--- config.mk ---
export PLATFORM = sky130hd
export DESIGN_NAME = junction_arbiter
export DESIGN_NICKNAME = d
export VERILOG_FILES = /design/src/rtl/junction_pkg.sv /design/src/rtl/junction_arbiter_rr.sv /design/src/rtl/junction_arbiter.sv
export SDC_FILE = /design/constraint.sdc
export NUM_CORES = 1
export LEC_CHECK = 0
export CAP_MARGIN = 5
export CORE_MARGIN = 5
export CORE_UTILIZATION = 52
export CTS_CLUSTER_SIZE = 40
export DETAILED_ROUTE_END_ITERATION = 10
export PLACE_DENSITY = 0.86
export SETUP_SLACK_MARGIN = 0.1
export SLEW_MARGIN = 15
export SYNTH_ARGS = -nofsm -noshare
export SYNTH_HDL_FRONTEND = slang
export SYNTH_SLANG_ARGS = --single-unit
--- constraint.sdc ---
create_clock -name clk -period 2.8 [get_ports clk]
set_input_delay 0.42 -clock clk [delete_from_list [all_inputs] [get_ports clk]]
set_output_delay 0.42 -clock clk [all_outputs]
set_load 0.005 [all_outputs]
--- src/rtl/junction_pkg.sv ---
// rtl/junction_pkg.sv - shared states, signal aspects and width helper for the junction arbiter
package junction_pkg;

  localparam logic [5:0] ST_IDLE_OH     = 6'b000001;
  localparam logic [5:0] ST_SETTLE_OH   = 6'b000010;
  localparam logic [5:0] ST_GRANT_OH    = 6'b000100;
  localparam logic [5:0] ST_OCCUPIED_OH = 6'b001000;
  localparam logic [5:0] ST_RELEASE_OH  = 6'b010000;
  localparam logic [5:0] ST_FAULT_OH    = 6'b100000;

  typedef enum logic [5:0] {
    ST_IDLE     = ST_IDLE_OH,
    ST_SETTLE   = ST_SETTLE_OH,
    ST_GRANT    = ST_GRANT_OH,
    ST_OCCUPIED = ST_OCCUPIED_OH,
    ST_RELEASE  = ST_RELEASE_OH,
    ST_FAULT    = ST_FAULT_OH
  } state_e;

  localparam logic [1:0] SIG_STOP = 2'b00;
  localparam logic [1:0] SIG_GO   = 2'b01;

  function automatic int line_w(input int n);
    return (n > 1) ? $clog2(n) : 1;
  endfunction

endpackage

--- src/rtl/junction_arbiter_rr.sv ---
// rtl/junction_arbiter_rr.sv - combinational round-robin picker (first request at or above ptr, wrapping)
module rr_arbiter
  import junction_pkg::*;
#(
  parameter int N  = 4,
  parameter int IW = line_w(N)
) (
  input  logic [N-1:0]  req,
  input  logic [IW-1:0] ptr,
  output logic [N-1:0]  gnt,
  output logic [IW-1:0] idx
);

  logic          found;
  logic [IW-1:0] j;
  int            jj;

  always_comb begin
    gnt   = '0;
    idx   = '0;
    found = 1'b0;
    j     = '0;
    jj    = 0;
    for (int i = 0; i < N; i++) begin
      jj = int'(ptr) + i;
      if (jj >= N) jj = jj - N;
      j = IW'(jj);
      if (!found && req[j]) begin
        found  = 1'b1;
        gnt[j] = 1'b1;
        idx    = j;
      end
    end
  end

endmodule

--- src/rtl/junction_arbiter.sv ---
// rtl/junction_arbiter.sv - single-track junction scheduler: round-robin grant, switch settle,
// occupancy tracking, clearance hold and sticky fault.
module junction_arbiter
  import junction_pkg::*;
#(
  parameter int N_LINES    = 4,
  parameter int SW_SETTLE  = 8,
  parameter int CLEAR_HOLD = 4,
  parameter int TIMEOUT    = 1023,
  localparam int IW        = line_w(N_LINES)
) (
  input  logic                 clk,
  input  logic                 rst,
  input  logic [N_LINES-1:0]   approach,
  input  logic                 entry,
  input  logic                 exit,
  output logic [IW-1:0]        sw_pos,
  output logic                 sw_move,
  output logic [2*N_LINES-1:0] sig,
  output logic [N_LINES-1:0]   grant,
  output logic                 busy,
  output logic                 alarm
);

  localparam int CMAX = (SW_SETTLE > CLEAR_HOLD) ? SW_SETTLE : CLEAR_HOLD;
  localparam int CW   = $clog2(CMAX + 1);
  localparam int TW   = $clog2(TIMEOUT + 1);

  state_e               st_q, st_d;
  logic [CW-1:0]        cnt_q, cnt_d;
  logic [TW-1:0]        to_q, to_d;
  logic [IW-1:0]        rr_q, rr_d;
  logic [IW-1:0]        sw_pos_q, sw_pos_d;
  logic [N_LINES-1:0]   own_q, own_d;
  logic [2*N_LINES-1:0] sig_q, sig_d;
  logic [N_LINES-1:0]   grant_q, grant_d;
  logic                 sw_move_q, sw_move_d;
  logic                 busy_q, busy_d;
  logic                 alarm_q, alarm_d;

  logic [N_LINES-1:0]   arb_gnt;
  logic [IW-1:0]        arb_idx;
  logic                 timed_out;
  logic [TW-1:0]        to_inc;

  rr_arbiter #(.N(N_LINES), .IW(IW)) u_rr (
    .req (approach),
    .ptr (rr_q),
    .gnt (arb_gnt),
    .idx (arb_idx)
  );

  // Fault fires on the edge where the counter would reach TIMEOUT.
  assign timed_out = (to_q >= TW'(TIMEOUT - 1));
  assign to_inc    = (to_q == TW'(TIMEOUT)) ? to_q : to_q + TW'(1);

  always_comb begin
    st_d     = st_q;
    cnt_d    = cnt_q;
    to_d     = to_q;
    rr_d     = rr_q;
    sw_pos_d = sw_pos_q;
    own_d    = own_q;
    case (st_q)
      ST_IDLE: begin
        if (entry) begin
          st_d = ST_FAULT;
        end else if (|approach) begin
          own_d = arb_gnt;
          if (arb_idx == sw_pos_q) begin
            st_d = ST_GRANT;
            to_d = '0;
          end else begin
            st_d     = ST_SETTLE;
            sw_pos_d = arb_idx;
            cnt_d    = CW'(SW_SETTLE);
          end
        end
      end
      ST_SETTLE: begin
        if (entry) begin
          st_d = ST_FAULT;
        end else if (cnt_q <= CW'(1)) begin
          st_d = ST_GRANT;
          to_d = '0;
        end else begin
          cnt_d = cnt_q - CW'(1);
        end
      end
      ST_GRANT: begin
        to_d = to_inc;
        if (timed_out) begin
          st_d = ST_FAULT;
        end else if (entry) begin
          st_d = ST_OCCUPIED;
        end else if ((approach & own_q) == '0) begin
          st_d  = ST_RELEASE;
          cnt_d = CW'(CLEAR_HOLD);
        end
      end
      ST_OCCUPIED: begin
        to_d = to_inc;
        if (timed_out) begin
          st_d = ST_FAULT;
        end else if (exit) begin
          st_d  = ST_RELEASE;
          cnt_d = CW'(CLEAR_HOLD);
        end
      end
      ST_RELEASE: begin
        if (entry) begin
          st_d = ST_FAULT;
        end else if (cnt_q <= CW'(1)) begin
          st_d  = ST_IDLE;
          own_d = '0;
          rr_d  = (sw_pos_q == IW'(N_LINES - 1)) ? '0 : sw_pos_q + IW'(1);
        end else begin
          cnt_d = cnt_q - CW'(1);
        end
      end
      ST_FAULT: st_d = ST_FAULT;
      default:  st_d = ST_FAULT;
    endcase

    sig_d = {N_LINES{SIG_STOP}};
    if (st_d == ST_GRANT) sig_d = (2*N_LINES)'(SIG_GO) << {sw_pos_d, 1'b0};
    grant_d   = (st_d == ST_GRANT || st_d == ST_OCCUPIED) ? own_d : '0;
    sw_move_d = (st_d == ST_SETTLE);
    busy_d    = (st_d != ST_IDLE);
    alarm_d   = alarm_q | (st_d == ST_FAULT);
  end

  always_ff @(posedge clk or posedge rst) begin
    if (rst) begin
      st_q      <= ST_IDLE;
      cnt_q     <= '0;
      to_q      <= '0;
      rr_q      <= '0;
      sw_pos_q  <= '0;
      own_q     <= '0;
      sig_q     <= '0;
      grant_q   <= '0;
      sw_move_q <= 1'b0;
      busy_q    <= 1'b0;
      alarm_q   <= 1'b0;
    end else begin
      st_q      <= st_d;
      cnt_q     <= cnt_d;
      to_q      <= to_d;
      rr_q      <= rr_d;
      sw_pos_q  <= sw_pos_d;
      own_q     <= own_d;
      sig_q     <= sig_d;
      grant_q   <= grant_d;
      sw_move_q <= sw_move_d;
      busy_q    <= busy_d;
      alarm_q   <= alarm_d;
    end
  end

  assign sw_pos  = sw_pos_q;
  assign sw_move = sw_move_q;
  assign sig     = sig_q;
  assign grant   = grant_q;
  assign busy    = busy_q;
  assign alarm   = alarm_q;

endmodule

## Yosys cells after proc, flatten, opt, wreduce, memory -nomap -nowiden

Index checks and enable logic that the tools add are counted.

| word-level totals | value |
|---|---|
| bits in registers | 43 |
| bits of input ports | 8 |
| output and inout port bits | 17 |
| logic and storage cells | 163 |

| cells by class | value |
|---|---|
| add/sub/neg operators | 10 |
| $lt $le $gt $ge | 14 |
| equality and inequality tests | 27 |
| shift-type cells | 1 |
| mux-type cells | 74 |
| bitwise logic cells | 6 |
| reduce and logical (&&, ||, !) cells | 20 |

Operators with widths:

| operator | count |
|---|---|
| $mux 4 | 19 |
| $mux 6 | 11 |
| $mux 10 | 6 |
| $pmux 10 s3 | 1 |
| $pmux 6 s5 | 1 |
| $ne 2x2->1 const B | 14 |
| $mux 2 | 13 |
| $pmux 4 s4 | 1 |
| $eq 6x2->1 const B | 2 |
| $eq 6x3->1 const B | 2 |
| $eq 6x4->1 const B | 2 |
| $lt 2x3->1 const B | 4 |
| $or 4x4->4 | 3 |
| $mux 1 | 11 |
| $reduce_and 11->1 | 1 |
| $add 10x1->10 const B | 1 |
| $eq 10x10->1 const B | 1 |
| $ge 10x10->1 const B | 1 |
| $ge 3x3->1 const B | 3 |
| $bmux 1 s2 | 4 |
| $demux 1 s2 | 4 |
| $ge 2x1->1 const B | 4 |
| $mux 8 | 1 |
| $pmux 4 s2 | 1 |
| 28 further kinds | 41 |

## Longest topological paths before layout

Gate-level depths: netlist of the first run.

| logic depth | value |
|---|---|
| depth in word-level cells | 22 |
| gate-level depth with buffers | 11 |
| depth with buffers taken out | 8 |

## Modules after synthesis

A second synthesis of the first run with hierarchy kept.

| unflattened totals | value |
|---|---|
| cells, all modules | 256 |
| area total of the unflattened synthesis | 2509.9 µm² |

Modules (own cells, without submodules):

| module | instances | cells an instance | area each (µm²) | sequential area each (µm²) |
|---|---|---|---|---|
| junction_arbiter | 1 | 208 | 2070.7 | 977.2 |
| rr_arbiter | 1 | 48 | 439.2 | 0.0 |

## Worst setup path after synthesis of the first run

OpenSTA, ideal clock, no wires.

| timing | value |
|---|---|
| kind | reg-to-reg |
| start | register rr_q[0] |
| end | register cnt_q[2] |
| setup time | 0.135 ns |
| data arrival time | 2.661 ns |
| required time | 2.665 ns |
| path slack | 0.004 ns |
| stages on the path, launching flop included | 12 |
| path buffers | 3 |
| clock period less this slack | 2.796 ns |
| cell sequence | dfrtp_1 -> buf_2 -> buf_2 -> inv_1 -> ha_1 -> mux4_2 -> buf_2 -> nand3b_1 -> o311ai_0 -> o311a_2 -> a221oi_1 -> o22ai_1 |

| between the ends | value |
|---|---|
| longest elaborated chain between the ends | 17 |
| elaborated cells between the ends (all ways) | 39 |
| classes of those cells | 7 x add/sub; 4 x order compare; 2 x eq/ne; 19 x mux; 7 x reduce/logical |

Ends and longest elaborated chain:

| item | RTL line | RTL |
|---|---|---|
| from (decl) | junction_arbiter.sv:32 | `logic [IW-1:0] rr_q, rr_d;` |
| from (signal assigned) | junction_arbiter.sv:150 | `rr_q <= rr_d;` |
| parallel branches: the longest is 13 deep, another holds $add 2x1->3 | - |  |
| $mux 2 (*) | junction_arbiter_rr.sv:28 | `if (!found && req[j]) begin` |
| $eq 2x2->1 (*) | junction_arbiter.sv:70 | `if (arb_idx == sw_pos_q) begin` |
| $ne 2x2->1 (no source line) (*) | - |  |
| $reduce_and 11->1 (no source line) (*) | - |  |
| to (signal assigned) | junction_arbiter.sv:148 | `cnt_q <= cnt_d;` |
| to (decl) | junction_arbiter.sv:30 | `logic [CW-1:0] cnt_q, cnt_d;` |

Every way passes the cells marked *. The select of a mux whose other input is x is not followed.
A chain may end at the register's enable or synchronous reset.

## Worst setup path after layout of the first run

| timing | value |
|---|---|
| start | input port approach[1] |
| end | register grant_q[3], in the netlist grant[3] |

| between the ends | value |
|---|---|
| longest elaborated chain between the ends | 20 |
| elaborated cells between the ends (all ways) | 46 |
| classes of those cells | 3 x eq/ne; 30 x mux; 4 x bitwise; 9 x reduce/logical |

Ends and longest elaborated chain:

| item | RTL line | RTL |
|---|---|---|
| from (decl) | junction_arbiter.sv:14 | `input logic [N_LINES-1:0] approach,` |
| $bmux 1 s2 | junction_arbiter_rr.sv:28 |  |
| $mux 1 (not written as such) | junction_arbiter_rr.sv:28 |  |
| $mux 1 | junction_arbiter_rr.sv:28 |  |
| $logic_not 1->1 | junction_arbiter_rr.sv:28 |  |
| $logic_and 1x1->1 | junction_arbiter_rr.sv:28 |  |
| $mux 1 | junction_arbiter_rr.sv:28 |  |
| $logic_not 1->1 | junction_arbiter_rr.sv:28 |  |
| $logic_and 1x1->1 | junction_arbiter_rr.sv:28 |  |
| (+5 left out) | - |  |
| $mux 3 | junction_arbiter.sv:70 |  |
| $mux 6 | junction_arbiter.sv:68 | `end else if (\|approach) begin` |
| $mux 6 | junction_arbiter.sv:66 | `if (entry) begin` |
| $pmux 6 s5 | junction_arbiter.sv:64 | `case (st_q)` |
| $eq 6x3->1 / $eq 6x4->1 (equally long branches) | junction_arbiter.sv:127 | `grant_d = (st_d == ST_GRANT \|\| st_d == ST_OCCUPIED) ? own_d : '0;` |
| $logic_or 1x1->1 | junction_arbiter.sv:127 |  |
| $mux 4 (*) | junction_arbiter.sv:127 |  |
| via grant_d[3] | junction_arbiter.sv:36 | `logic [N_LINES-1:0] grant_q, grant_d;` |
| to (signal assigned) | junction_arbiter.sv:154 | `grant_q <= grant_d;` |
| to (decl) | junction_arbiter.sv:36 |  |

The timed path passes the listed nets; every way through them passes the cells marked *. The select of a mux whose other input is x is not followed.

==> results_dict.tcl, run 1 <==
set metrics [dict create \
    drv_slew 0 \
    vias 2402 \
    critPathLaunchType "input port" \
    synth_cells 284 \
    worstPathRequired_ns 3.02 \
    clockBufferDepth 2 \
    cts_root_buf "clkbuf_8" \
    core_area_sq_um 5040 \
    synth.distinct_cells 64 \
    port_buffers 20 \
    worst_slack_ns 0.195 \
    finalHoldViolations 0 \
    ant_nets 0 \
    tightest_slew_ns 0.629 \
    die_h_um 81.5 \
    mostFrequentLayoutCells "dfrtp_1, o21ai_0, buf_4" \
    row_count 26 \
    area_growth_pct 18.2 \
    synth_warnings 0 \
    max_freq_mhz 384 \
    clock_skew_ns 0.00306 \
    dr.pass1.iters 6 \
    grt.busiest_layer "met2" \
    hold_buffers 0 \
    final_common_cell "dfrtp_1" \
    drt_iter0_drc 239 \
    antenna_found_initial 0 \
    vias_per_cell 6.13 \
    first_global_vias 2302 \
    fin_tns_setup_ns 0 \
    synth_top_area_share_pct 35.8 \
    track_usage_pct 21.1 \
    grt_util_met3_pct 5.48 \
    finalWorstPathRequiredPeriod_ns 2.61 \
    combinationalPowerShare_pct 14.6 \
    power_switching_w 0.000291 \
    place.gp.congestion 0.892 \
    cts_sinks 39 \
    htree_levels 2 \
    grt_max_degree 40 \
    finalNetCount 340 \
    clkPwrFrac_pct 36.0 \
    drive_gt1_share_pct 16.8 \
    cp-startpoint "approach[1]" \
    clock_latency_ns 0.29 \
    worstSetupEndpointType "flip-flop" \
    p_int_w 0.000867 \
    grt_setup_unrepaired "false" \
    synthFlopType "dfrtp_1" \
    met1_usage_pct 26.4 \
    path_max_fanout 8 \
    ys_top_cells_by_area "dfrtp_1, o21ai_0, ha_1" \
    period_share_pct 93.0 \
    cts_tree "yes" \
    yosysTopAreaCell "dfrtp_1" \
    drc_errors 0 \
    overflow 0 \
    r2r-start "st_q[0]" \
    dp_hpwl_um 4770 \
    dp_slack_ns -0.203 \
    fin_area_sq_um 3140 \
    cap_viol_max_count 0 \
    p_leak_nw 1.34 \
    io_pins 25 \
    path_clk_slew_ns 0.07 \
    hold_class "reg2reg" \
    synth_edf_count 0 \
    grt_pass1_wl_um 10700 \
    netlist_area_sq_um 2660 \
    use_met2_pct 35.3 \
    vdd_drop_max_mv 0.179 \
    powerDensity_nw_per_um2 368 \
    antenna_cells 0 \
    fillers 415 \
    initial_core_util_pct 52.7 \
    totalWireLength_um 6260 \
    arrival_ns 2.82 \
    min_from "alarm" \
    dpl_cell_area_sq_um 3030 \
    swShare_pct 25.1 \
    maxSlewHeadroom_pct 57.7 \
    cts_made_buffers 5 \
    critPathKind "in2reg" \
    wire_per_inst_um 16.0 \
    synth_seq_cells 39 \
    syn_area_per_cell_sq_um 9.36 \
    status "complete, no violations" \
    yosysSeqAreaShare_pct 36.8 \
    die_area_sq_um 6640 \
    finalSetupViolations 0 \
    share_seq_of_total_power_pct 49.4 \
    die_w_um 81.5 \
    synthArstFlopShare_pct 100 \
]
## per-stage QoR
stage | hold slack (ns) | std cells | power, W | utilization (%)
2_1_floorplan | 0.471 | 287 | 0.000685 | -
3_3_place_gp | 0.465 | 383 | 0.000742 | 60.0
3_5_place_dp | 0.489 | 383 | 0.000749 | 60.0
4_1_cts | 0.506 | 392 | 0.00116 | 62.2
5_1_grt | 0.526 | 392 | 0.00121 | 62.3
6_report | 0.489 | 392 | 0.00116 | 62.3
## synthesized netlist by cell type, drive strengths merged (5+ instances only)
master	instances
o22a	5
nor4	5
o21ai	31
and2	9
nor3	8
inv	14
dfrtp	38
a221o	5
and3	7
nand2	20
ha	11
nor2b	7
nor2	17
buf	13
a22oi	6
nand3	7
or3	7
a21oi	12
## registers in the layout, summed over array words and instances, names as in the netlist
name,cells
to_q,10
st_q,6
cnt_q,4
grant,4
own_q,4
sig,4
rr_q,2
sw_pos,2
alarm,1
busy,1
sw_move,1
## what timing repair did
item | CTS | global route
setup endpoints to repair | 4 | 17
buffers inserted | 1 | 0
pin swaps | 1 | 0
gates resized for setup | 0 | 4
## kinds of logic (layout without fill, tap and decap cells)
group | count (synthesis) | count (layout) | synth area share, %
other | 1 | 4 | 0.141
AND/OR/NAND/NOR | 102 | 102 | 22.2
XOR/XNOR | 4 | 4 | 1.32
AO/OA/AOI/OAI | 92 | 92 | 24.5
buffers and inverters | 29 | 64 | 5.74
adder cells (fa/ha/maj) | 11 | 11 | 5.18
flip-flops | 39 | 39 | 36.8
multiplexers | 6 | 6 | 4.19
## critical path: stages
cell	delay [ns]
clkdlybuf4s50_1	0.52
mux4_2	0.57
nand2b_4	0.18
a2111oi_4	0.37
o311a_2	0.36
o211ai_1	0.11
buf_4	0.18
nor2b_1	0.12
## power groups by stage
stage,Combinational (W),Sequential [W],Clock [W]
after floorplan,0.000103,0.000582,0
after global placement,0.000160,0.000583,0
final,0.000169,0.000572,0.000417
after global routing,0.000185,0.000573,0.000451
after CTS,0.000167,0.000572,0.000423
after detailed placement,0.000166,0.000583,0
## layer usage
metal	part of all wire (%)	vias up	wire length (um)
met1	43	1152	2660
met5	0	-	0
li1	-	1135	-
met3	6.8	17	426
met2	49	98	3040
met4	2.0	0	124
## final timing paths
check / endpoint / slack (ns) / cells past startpoint
worst max-delay path: grant[3] / 0.19 / 8
worst min-delay path: alarm / 0.49 / 1
worst max register to register: cnt_q[0] / 0.28 / 6
worst min register to register: alarm / 0.49 / 1
max in group asynchronous: rr_q[0] / 1.87 / 3
min in group asynchronous: own_q[1] / 0.55 / 3
## area by class of cell
type	count	area, sq um	share of cell area (%)
Inverter	14	52.6	1.67
Timing Repair Buffer	42	365	11.6
Multi-Input combinational cell	219	1560	49.5
Sequential cell	39	980	31.2
Tap cell	70	87.6	2.79
Clock buffer	8	100	3.19
Power figures use the tool's default switching activity.
==> inputs of run 2 (changes only) <==
--- a/config.mk
+++ b/config.mk
@@ -7,10 +7,10 @@
 export LEC_CHECK = 0
 export CAP_MARGIN = 5
 export CORE_MARGIN = 5
-export CORE_UTILIZATION = 52
+export CORE_UTILIZATION = 55
 export CTS_CLUSTER_SIZE = 40
 export DETAILED_ROUTE_END_ITERATION = 10
-export PLACE_DENSITY = 0.86
+export PLACE_DENSITY = 0.87
 export SETUP_SLACK_MARGIN = 0.1
 export SLEW_MARGIN = 15
 export SYNTH_ARGS = -nofsm -noshare
==> constraint.sdc (replaced) <==
create_clock -name clk -period 3.35 [get_ports clk]
set_input_delay 0.5025 -clock clk [delete_from_list [all_inputs] [get_ports clk]]
set_output_delay 0.5025 -clock clk [all_outputs]
set_load 0.005 [all_outputs]
==> run 2 against run 1 <==
Core utilization increased by 1.1 points. Final cell count decreased by 5.6%. Setup slack improved by 0.17 ns. Die area decreased by 4.8%. Sequential power decreased by 16%. Global-route usage increased by 0.28 points. Clock skew increased by 0.0043 ns. Count of clock-buffer cells in the layout decreased by 2. Non-clock buffer count decreased by 19. Critical path type is now reg2reg. Highest routed layer unchanged.
==> results_dict.tcl, run 2 (synthesis gave the netlist of run 1 again) <==
set metrics [dict create \
    status "complete, no violations" \
    post_cts_buffers 0 \
    io_pins 25 \
    area_growth_pct 12.6 \
    first_global_vias 2306 \
    wl_met3_um 379 \
    overflow 0 \
    path_max_fanout 12 \
    place.gp.congestion 0.886 \
    vias 2332 \
    wire_per_inst_um 16.8 \
    fillers 370 \
    r2r_cells 8 \
    hold_buffers 0 \
    vias_per_cell 6.30 \
    drive_gt1_share_pct 10.2 \
    grt_pass1_wl_um 10600 \
    clockBufferDepth 2 \
    period_share_pct 89.0 \
    arrival_ns 3.15 \
    antenna_cells 0 \
    path_clk_slew_ns 0.08 \
    row_count 25 \
    met1_length_um 2530 \
    multi_input_area_sq_um 1540 \
    finalSetupViolations 0 \
    p_leak_nw 1.26 \
    ant_nets 0 \
    final_common_cell "dfrtp_1" \
    cts_tree "yes" \
    clock_latency_ns 0.30 \
    largest_reg_flops 10 \
    die_area_sq_um 6330 \
    cap_viol_max_count 0 \
    maxSlewHeadroom_pct 56.0 \
    totalWireLength_um 6210 \
    critPathLaunchType "flip-flop" \
    port_buffers 20 \
    cts_root_buf "clkbuf_8" \
    finalWorstPathRequiredPeriod_ns 2.98 \
    hold_class "reg2reg" \
    dp_hpwl_um 4460 \
    seq_area_sq_um 977 \
    antenna_found_initial 0 \
    drc_errors 0 \
    die_w_um 79.5 \
    core_area_sq_um 4720 \
    die_h_um 79.5 \
    grt_setup_unrepaired "false" \
    cts_sinks 39 \
    htree_levels 2 \
    worstPathRequired_ns 3.52 \
    finalPower_w 0.00100 \
    finalNetCount 321 \
    finalHoldViolations 0 \
    largest_register "to_q" \
    tightest_slew_ns 0.651 \
    drv_slew 0 \
    ctsResizeCount 0 \
    highest_layer "met4" \
    grt_max_degree 40 \
    drt_iter0_drc 237 \
    dr.pass1.iters 4 \
    track_usage_pct 21.4 \
    initial_core_util_pct 56.3 \
    whs_path_depth 1 \
    max_freq_mhz 335 \
    clock_skew_ns 0.00734 \
    worstSetupEndpointType "flip-flop" \
    top_regs "to_q (10), st_q (6)" \
    fin_tns_setup_ns 0 \
    cts_made_buffers 5 \
    vdd_drop_max_mv 0.204 \
    wl_met2_um 3150 \
    critPathKind "reg2reg" \
    mostFrequentLayoutCells "dfrtp_1, o21ai_0, nand2_1, clkdlybuf4s50_1, nor2_1" \
    powerDensity_nw_per_um2 335 \
]
-- run 2: per-layer routing --
metal	vias up	global-route usage [%]
li1	1090	-
met1	1130	25.1
met2	98	36.9
met3	14	4.29
met4	0	10.7
met5	-	0
-- run 2: area by class of cell --
class | instances | share of cell area, %
Multi-Input combinational cell | 219 | 51.4
Sequential cell | 39 | 32.6
Timing Repair Buffer | 23 | 7.44
Tap cell | 67 | 2.80
Clock buffer | 6 | 2.76
Inverter | 14 | 1.76
Clock inverter | 2 | 1.17
-- run 2: critical path, stage by stage, from the launching register on --
cell,delay (ns)
dfrtp_1,0.48
inv_1,0.15
ha_1,0.38
mux4_2,0.44
nor2b_1,0.17
o311ai_0,0.24
o311a_2,0.49
a221oi_1,0.37
o22ai_1,0.14
-- run 2: path summary, 6_finish.rpt --
kind | start | to | slack, ns
setup / recovery | rr_q[1] | cnt_q[2] | 0.37
hold / removal | alarm | alarm | 0.47
setup reg to reg | rr_q[1] | cnt_q[2] | 0.37
hold reg to reg | alarm | alarm | 0.47
max in group asynchronous | rst | st_q[0] | 2.37
min in group asynchronous | rst | to_q[3] | 0.62
-- run 2: report_power, final --
group | switching, W | internal, W
clock network | 0.000166 | 0.000241
registers | 0.00000512 | 0.000473
logic | 0.0000720 | 0.0000454
-- run 2: stage by stage --
| step | instances | cell area (sq um) | setup slack (ns) | util [%] | hold WS (ns) |
|---|---|---|---|---|---|
| floorplan | 287 | 2670 | 0.554 | - | 0.471 |
| global placement | 362 | 2880 | 0.408 | 60.9 | 0.461 |
| detailed placement | 362 | 2880 | 0.213 | 60.9 | 0.466 |
| CTS | 370 | 2990 | 0.416 | 63.4 | 0.484 |
| global route | 370 | 2990 | 0.158 | 63.4 | 0.531 |
| finish | 370 | 2990 | 0.367 | 63.4 | 0.474 |
==> inputs of run 3 (changes only) <==
--- a/config.mk
+++ b/config.mk
@@ -10,7 +10,7 @@
 export CORE_UTILIZATION = 55
 export CTS_CLUSTER_SIZE = 40
 export DETAILED_ROUTE_END_ITERATION = 10
-export PLACE_DENSITY = 0.87
+export PLACE_DENSITY_LB_ADDON = 0.15
 export SETUP_SLACK_MARGIN = 0.1
 export SLEW_MARGIN = 15
 export SYNTH_ARGS = -nofsm -noshare
==> run 3 against run 2 <==
Die area did not move. Sequential power barely moved. Largest cell class unchanged. Via count fell by 2.8%. Sequential share of layout area rose by 0.32 points. Count of clock-buffer cells in the layout rose by 1. Sequential cell count did not move. Highest routed layer unchanged. Critical path depth did not move. Setup slack improved by 0.14 ns. First-iteration DRC count fell by 26%.
==> results_dict.tcl, run 3 (synthesis gave the netlist of run 1 again) <==
set metrics [dict create \
    grt_pass1_wl_um 10400 \
    track_usage_pct 20.9 \
    stdcell_count 371 \
    finalWorstPathRequiredPeriod_ns 2.84 \
    die_area_sq_um 6330 \
    antenna_cells 0 \
    cts_sinks 39 \
    max_freq_mhz 352 \
    row_count 25 \
    p_leak_nw 1.25 \
    hold_class "reg2reg" \
    wire_per_inst_um 16.3 \
    dr.pass1.iters 5 \
    cts_tree "yes" \
    hold_buffers 0 \
    clockBufferDepth 2 \
    worstSetupEndpointType "flip-flop" \
    finalHoldViolations 0 \
    ant_nets 0 \
    cts_made_buffers 5 \
    status "complete, no violations" \
    dp_hpwl_um 4620 \
    powerDensity_nw_per_um2 303 \
    path_max_fanout 12 \
    tightest_slew_ns 0.760 \
    antenna_found_initial 0 \
    htree_levels 2 \
    ctsResizeCount 0 \
    clock_skew_ns 0.00705 \
    core_area_sq_um 4720 \
    maxSlewHeadroom_pct 49.3 \
    top_regs "to_q (10), st_q (6)" \
    largest_reg_flops 10 \
    die_h_um 79.5 \
    vdd_drop_max_mv 0.181 \
    arrival_ns 3.01 \
    grt_setup_unrepaired "false" \
    dp_cells 363 \
    vias_per_cell 6.11 \
    fin_tns_setup_ns 0 \
    clock_latency_ns 0.29 \
    first_global_vias 2226 \
    totalWireLength_um 6050 \
    final_core_util_pct 62.8 \
    drive_gt1_share_pct 9.87 \
    mostFrequentLayoutCells "dfrtp_1, o21ai_0, nand2_1, clkdlybuf4s50_1, nor2_1" \
    drc_errors 0 \
    final_common_cell "dfrtp_1" \
    grt_max_degree 20 \
    vias 2266 \
    dpl_cell_area_sq_um 2880 \
    place.gp.congestion 0.918 \
    cap_viol_max_count 0 \
    cts_root_buf "clkbuf_8" \
    fin_area_sq_um 2970 \
    worstPathRequired_ns 3.52 \
    path_clk_slew_ns 0.07 \
    largest_register "to_q" \
    finalSetupViolations 0 \
    post_cts_buffers 0 \
    period_share_pct 84.8 \
    io_pins 25 \
    die_w_um 79.5 \
    critPathLaunchType "flip-flop" \
    overflow 0 \
    area_growth_pct 11.5 \
    initial_core_util_pct 56.3 \
    port_buffers 20 \
    critPathKind "reg2reg" \
    drv_slew 0 \
    finalNetCount 322 \
    finalPower_w 0.000899 \
    drt_iter0_drc 176 \
]
## run 3: changes by cell type in the layout (fill, tap and decap cells not counted), sizes merged
cell    delta
buf        +1
bufinv     -1
clkbuf     +1
## run 3: worst paths after layout
check | cells past startpoint | from | endpoint | slack [ns]
setup reg to reg | 8 | rr_q[1] | grant[3] | 0.51
setup / recovery | 8 | rr_q[1] | grant[3] | 0.51
min in group asynchronous | 2 | rst | to_q[6] | 0.64
max in group asynchronous | 3 | rst | st_q[0] | 1.99
hold reg to reg | 1 | alarm | alarm | 0.48
hold / removal | 1 | alarm | alarm | 0.48
## run 3: area by class of cell
class	instances	area (sq um)
Clock buffer	7	76.3
Clock inverter	1	5.00
Fill cell	429	1760
Inverter	14	52.6
Multi-Input combinational cell	219	1540
Sequential cell	39	977
Tap cell	67	83.8
Timing Repair Buffer	24	230
## run 3: power by group
group	internal (W)	switching (W)
logic	0.0000460	0.0000696
clock network	0.000146	0.000159
registers	0.000473	0.00000534
total	0.000665	0.000234
## run 3: critical path: stages (launching register included)
cell	delay (ns)
dfrtp_1	0.50
inv_1	0.15
ha_1	0.37
mux4_2	0.43
nor2b_1	0.18
o311ai_0	0.17
o311a_2	0.45
o211ai_1	0.37
nor2b_1	0.09
## run 3: through the flow
| step | worst slack [ns] | hold WS [ns] |
|---|---|---|
| CTS | 0.510 | 0.485 |
| global route | 0.275 | 0.520 |
| floorplan | 0.554 | 0.471 |
| global placement | 0.384 | 0.463 |
| detailed placement | 0.315 | 0.469 |
| finish | 0.508 | 0.479 |
## run 3: metal layers
layer  vias up  global-route usage [%]  wire [um]
met5         -                       0          0
met4         0                    9.97        195
met3        23                    4.18        245
met2        72                    34.1       2920
met1      1076                    26.5       2690
li1       1095                       -          -
